==> src/rtl/div_32bit_seq_pkg.sv <==
// Shared constants for the sequential MiniMIPS divider: datapath width, FSM encoding,
// and the quotient value reported for a zero divisor.
package div_pkg;

  localparam int WIDTH = 32;
  localparam int CNT_W = 5;

  localparam logic [1:0] IDLE = 2'd0;
  localparam logic [1:0] RUN  = 2'd1;
  localparam logic [1:0] FIX  = 2'd2;
  localparam logic [1:0] DONE = 2'd3;

  localparam logic [WIDTH-1:0] DZ_QUO = '1;

endpackage

==> src/rtl/div_32bit_seq_neg.sv <==
// Two's-complement negate (invert, then +1 ripple increment); purely combinational.
// Zero latency, no flow control.
module neg_32bit #(
  parameter int WIDTH = div_pkg::WIDTH
) (
  input  logic [WIDTH-1:0] a,
  output logic [WIDTH-1:0] y
);

  logic carry;

  always_comb begin
    carry = 1'b1;
    y     = '0;
    for (int i = 0; i < WIDTH; i++) begin
      y[i]  = ~a[i] ^ carry;
      carry = carry & ~a[i];
    end
  end

endmodule

==> src/rtl/div_32bit_seq.sv <==
// Radix-2 restoring divider for DIV/DIVU: quotient to LO, remainder to HI.
// Fixed 34-cycle start-to-done latency; start is ignored while busy, accepted again in the done cycle.
module div_32bit_seq #(
  parameter int WIDTH = div_pkg::WIDTH,
  parameter int CNT_W = div_pkg::CNT_W
) (
  input  logic             clk,
  input  logic             rst_n,
  input  logic             start,
  input  logic             is_signed,
  input  logic [WIDTH-1:0] dividend,
  input  logic [WIDTH-1:0] divisor,
  output logic             busy,
  output logic             done,
  output logic [WIDTH-1:0] quotient,
  output logic [WIDTH-1:0] remainder,
  output logic             div_by_zero
);

  import div_pkg::*;

  logic [1:0]       state_q;
  logic [CNT_W-1:0] cnt_q;
  logic             sgn_q;
  logic             neg_n_q;
  logic             neg_d_q;
  logic [WIDTH-1:0] dvd_q;
  logic [WIDTH-1:0] dsr_q;
  logic [WIDTH-1:0] p_q;
  logic [WIDTH-1:0] q_q;

  logic             accept;
  logic             n_neg;
  logic             d_neg;
  logic [WIDTH-1:0] neg_a_in, neg_a_out;
  logic [WIDTH-1:0] neg_b_in, neg_b_out;
  logic [WIDTH:0]   rem_sh;
  logic [WIDTH:0]   trial;

  assign accept = start && (state_q == IDLE || state_q == DONE);
  assign n_neg  = is_signed & dividend[WIDTH-1];
  assign d_neg  = is_signed & divisor[WIDTH-1];

  // Both negators are shared: operand magnitudes on entry, result fix-up in FIX.
  assign neg_a_in = (state_q == FIX) ? q_q : dividend;
  assign neg_b_in = (state_q == FIX) ? p_q : divisor;

  neg_32bit #(.WIDTH(WIDTH)) u_neg_a (.a(neg_a_in), .y(neg_a_out));
  neg_32bit #(.WIDTH(WIDTH)) u_neg_b (.a(neg_b_in), .y(neg_b_out));

  // P is stored WIDTH wide; the shifted value is WIDTH+1 wide for the trial subtract.
  assign rem_sh = {p_q, q_q[WIDTH-1]};
  assign trial  = rem_sh - {1'b0, dsr_q};

  always_ff @(posedge clk or negedge rst_n) begin
    if (!rst_n) begin
      state_q     <= IDLE;
      cnt_q       <= '0;
      sgn_q       <= 1'b0;
      neg_n_q     <= 1'b0;
      neg_d_q     <= 1'b0;
      dvd_q       <= '0;
      dsr_q       <= '0;
      p_q         <= '0;
      q_q         <= '0;
      quotient    <= '0;
      remainder   <= '0;
      div_by_zero <= 1'b0;
    end else begin
      case (state_q)
        IDLE, DONE: begin
          if (accept) begin
            sgn_q   <= is_signed;
            neg_n_q <= n_neg;
            neg_d_q <= d_neg;
            dvd_q   <= dividend;
            dsr_q   <= d_neg ? neg_b_out : divisor;
            q_q     <= n_neg ? neg_a_out : dividend;
            p_q     <= '0;
            cnt_q   <= '0;
            state_q <= RUN;
          end else begin
            state_q <= IDLE;
          end
        end
        RUN: begin
          if (!trial[WIDTH]) begin
            p_q <= trial[WIDTH-1:0];
            q_q <= {q_q[WIDTH-2:0], 1'b1};
          end else begin
            p_q <= rem_sh[WIDTH-1:0];
            q_q <= {q_q[WIDTH-2:0], 1'b0};
          end
          cnt_q <= cnt_q + CNT_W'(1);
          if (cnt_q == CNT_W'(WIDTH - 1)) state_q <= FIX;
        end
        FIX: begin
          if (dsr_q == '0) begin
            quotient    <= DZ_QUO;
            remainder   <= dvd_q;
            div_by_zero <= 1'b1;
          end else begin
            quotient    <= (sgn_q && (neg_n_q ^ neg_d_q)) ? neg_a_out : q_q;
            remainder   <= (sgn_q && neg_n_q) ? neg_b_out : p_q;
            div_by_zero <= 1'b0;
          end
          state_q <= DONE;
        end
        default: state_q <= IDLE;
      endcase
    end
  end

  assign busy = (state_q == RUN) || (state_q == FIX);
  assign done = (state_q == DONE);

endmodule

==> config.mk <==
export PLATFORM = sky130hd
export DESIGN_NAME = div_32bit_seq
export DESIGN_NICKNAME = d
export VERILOG_FILES = /design/src/rtl/div_32bit_seq_pkg.sv /design/src/rtl/div_32bit_seq_neg.sv /design/src/rtl/div_32bit_seq.sv
export SDC_FILE = /design/constraint.sdc
export NUM_CORES = 1
export LEC_CHECK = 0
export BUFFER_PORTS_ARGS = -buffer_cell sky130_fd_sc_hd__buf_4
export CAP_MARGIN = 0
export CORE_MARGIN = 8
export CORE_UTILIZATION = 45
export CTS_CLUSTER_DIAMETER = 60
export CTS_CLUSTER_SIZE = 12
export DETAILED_ROUTE_END_ITERATION = 12
export SYNTH_ARGS = -nofsm -noshare
export SYNTH_HDL_FRONTEND = slang
export SYNTH_SLANG_ARGS = --single-unit
export TNS_END_PERCENT = 100
==> constraint.sdc <==
create_clock -name clk -period 17.6 [get_ports clk]
set_input_delay 2.64 -clock clk [delete_from_list [all_inputs] [get_ports clk]]
set_output_delay 2.64 -clock clk [all_outputs]
set_load 0.02 [all_outputs]
==> summary.txt <==
Floorplanning
  • Die area: 0.03513 mm2
  • Num rows: 62
  • Core area: 0.02886 mm2
  • Initial Util: 45.83%
  • # IOs: 135
  • Die Span Y: 187.4 um
  • Die W: 187.4 um

GRT
  • Vias in the first global route: 10710
  • Global route overflow: 0
  • Initial antenna violation count: 0
  • Gr usage total: 20.49%
  • Largest net degree at the start of global routing: 132
  • First-pass GRT wire length: 59.66 mm

Synth
  • Synthesized-area fraction occupied by xor and xnor cells: 2.441%
  • Ys async rst share: 100.0%
  • Number of synthesized register bits: 203
  • Synth Area in Simple Gates: 12.95%
  • Post-Synth Adder-Cell Area: 9.328%
  • Synth Area in Compound Gates: 15.41%
  • Number of flops mapped to enable cells by yosys: 0
  • Largest family of logic cells by synthesized area: multiplexers
  • Post-synthesis mux area share: 17.26%
  • Main synth FF type: dfrtp_1
  • Synth top area share: 38.41%
  • Cell variety after synth: 56
  • Post-Syn Area: 0.01323 mm2
  • Synth Warn #: 0
  • Sequential fraction of the synthesis area: 38.41%
  • Top cells by area, synth: dfrtp_1 (38%), mux2i_1 (12%), ha_1 (9.2%)
  • Synthesized Nets: 1610
  • Syn_area_per_cell: 9.159 um2
  • Cells after synthesis: 1444
  • Largest area contributor in the netlist: dfrtp_1

Clock network
  • TritonCTS Buffers: 24
  • Cts hold-fix bufs: 0
  • CTS tree: done
  • CTS clk-pin slew, worst paths: 60 ps
  • Root buffer cell: clkbuf_16
  • Clock tree sinks: 203
  • Resize count post-CTS: 0
  • Clk buf depth: 3
  • Setup Buffers After CTS: 0
  • Clock Latency Late Sink: 530 ps
  • H-tree levels: 1

Worst setup path
  • Crit path top cell by count: ha_1
  • Critical Path Start Type: input port
  • Kind of critical path: input port to flop
  • CP Capture Point: remainder[31]
  • Crit path required time: 17990 ps
  • Crit path max-delay cell type: a2111oi_0
  • Delay of the slowest critical-path stage: 330 ps
  • Reg2Reg Launch Point: state_q[0]
  • Crit-path max FO: 4
  • Critical path arrival: 9620 ps
  • Reg2reg end: q_q[31]
  • Critical Path End Type: flop
  • Register-to-Register Path Depth: 37
  • Crit path launch: divisor[0]
  • Worst R2R Setup Slack: 9000 ps

Cells and area
  • Final #Nets: 1682
  • Register area: 0.005080 mm2
  • Fin util: 52.79%
  • Area occupied by multi-input gates: 0.007647 mm2
  • Fillers: 2763
  • Area growth syn-to-layout: 15.19%
  • N_diodes: 0
  • Layout cell share with drive strength beyond 1: 16.95%

Pwr
  • Pwr/cell area: 172.2 mW/mm2
  • Maximum VDD drop: 123.1 uV
  • Leak: 7.301 nW
  • Tot Pwr: 2.624 mW

Status
  • Outcome: completed

Drt
  • WL per Instance: 19.21 um
  • Antenna Nets Post-Route: 0
  • DR vias: 10780
  • # DRC: 0
  • DR pass1 iterations: 5
  • Vias per cell: 5.638
  • Routed WL: 36.72 mm
  • Iter 0 DRT Violations: 646

Placed design
  • I/O Buffers: 134
  • Place WS: 7865 ps
  • Routability cong.: 0.8802
  • DP HPWL: 25.69 mm

Timing
  • Final worst slack: 8363 ps
  • Fmax: 108.3 MHz
  • Hold Slack: 480.8 ps
  • Slew @ Worst Pin: 1103 ps
  • Final Hold Viols: 0
  • Clk_skew: 13.14 ps
  • Final setup fails: 0
  • RSZ-0062 raised after global routing: no
  • Final Max Tran Viols: 0
  • Final worst path period share: 52.48%
  • Final setup TNS: 0 ps
  • Slew Limit Headroom: 26.20%
  • Min cycle time layout: 9237 ps

Worst hold path
  • Hold Crit Class: flop to flop

Job
  • Max-cap violations: 0
==> synthesized netlist by cell type, drive strengths merged (2+ instances only) <==
cell type,number
dfrtp,203
nand2,197
mux2i,156
o21ai,139
a21oi,132
ha,97
clkbuf,75
nor2,66
mux2,64
nand3,44
inv,42
a211oi,33
and2,33
buf,25
xnor2,21
xor2,15
a21o,13
nor4,10
a31oi,8
nand4,8
and3,5
o21a,5
nor3,4
a221oi,3
a31o,3
nand2b,3
nand3b,3
nor2b,3
o211ai,3
o22ai,3
a21boi,2
a221o,2
a22o,2
and4,2
o2111ai,2
or2,2
or3,2
or4,2
==> layer usage <==
layer / vias to the layer above / wire length (um) / track usage (%)
li1: 5275 / - / -
met1: 5196 / 17350 / 28.45
met2: 256 / 16780 / 32.77
met3: 53 / 1737 / 3.412
met4: 0 / 863 / 5.152
met5: - / 0 / 0
==> cell usage in the layout (no fill, tap or decap), drive strengths merged, types with 4 or more instances in the layout <==
| cell type | n |
|---|---|
| a211oi | 33 |
| a21o | 13 |
| a21oi | 132 |
| a31oi | 8 |
| and2 | 33 |
| and3 | 5 |
| buf | 145 |
| clkbuf | 30 |
| dfrtp | 203 |
| ha | 97 |
| inv | 44 |
| mux2 | 64 |
| mux2i | 156 |
| nand2 | 197 |
| nand3 | 44 |
| nand4 | 8 |
| nor2 | 66 |
| nor3 | 4 |
| nor4 | 10 |
| o21a | 5 |
| o21ai | 139 |
| xnor2 | 21 |
| xor2 | 15 |
==> logic make-up (layout without fill, tap and decap cells) <==
logic type	count (synthesis)	in the layout
adders and majority gates	98	98
and+or+nand+nor	386	386
muxes	220	220
xor gates and xnor gates	36	36
AOI/OAI and AO/OA	359	359
DFF	203	203
buffers and inverters	142	226
==> registers in the layout, indices dropped and copies added (netlist names) <==
signal,flops
dsr_q,32
dvd_q,32
p_q,32
q_q,32
quotient,32
remainder,32
cnt_q,5
state_q,2
div_by_zero,1
neg_d_q,1
neg_n_q,1
sgn_q,1
==> cell type report <==
type	instances	area share, %
clock buffers	29	4.131
clock inverters	9	0.8213
inverters	42	1.035
multi-input cells	1099	50.20
flip-flops and latches	203	33.34
well taps	384	3.154
repair buffers	146	7.318
==> stage by stage <==
step                std cells  cell area [um2]
detailed placement       1874            14480
global placement         1874            14480
floorplan                1444            13230
global route             1912            15230
CTS                      1912            15230
finish                   1912            15230
==> how the worst min path moves through the flow <==
stage | end | slack [ps] | depth (start not counted) | startpoint
floorplan | cnt_q[4] | 450 | 2 | cnt_q[4]
global placement | cnt_q[4] | 460 | 2 | cnt_q[4]
detailed placement | cnt_q[4] | 470 | 2 | cnt_q[4]
CTS | cnt_q[4] | 480 | 2 | cnt_q[4]
global route | cnt_q[4] | 510 | 2 | cnt_q[4]
finish | cnt_q[4] | 480 | 2 | cnt_q[4]
==> power by group <==
group	switching (mW)	internal (mW)	total, mW
combinational	0.775	0.547	1.32
clock	0.204	0.284	0.488
sequential	0.151	0.663	0.813
==> critical path, delay by kind of cell <==
kind            cells  cell delay (ps)
mux                 1               70
buf+inv             1               90
fa+ha+maj          30             6170
simple gates        1              100
compound gates      3              560
(Power assumes the default switching activity.)
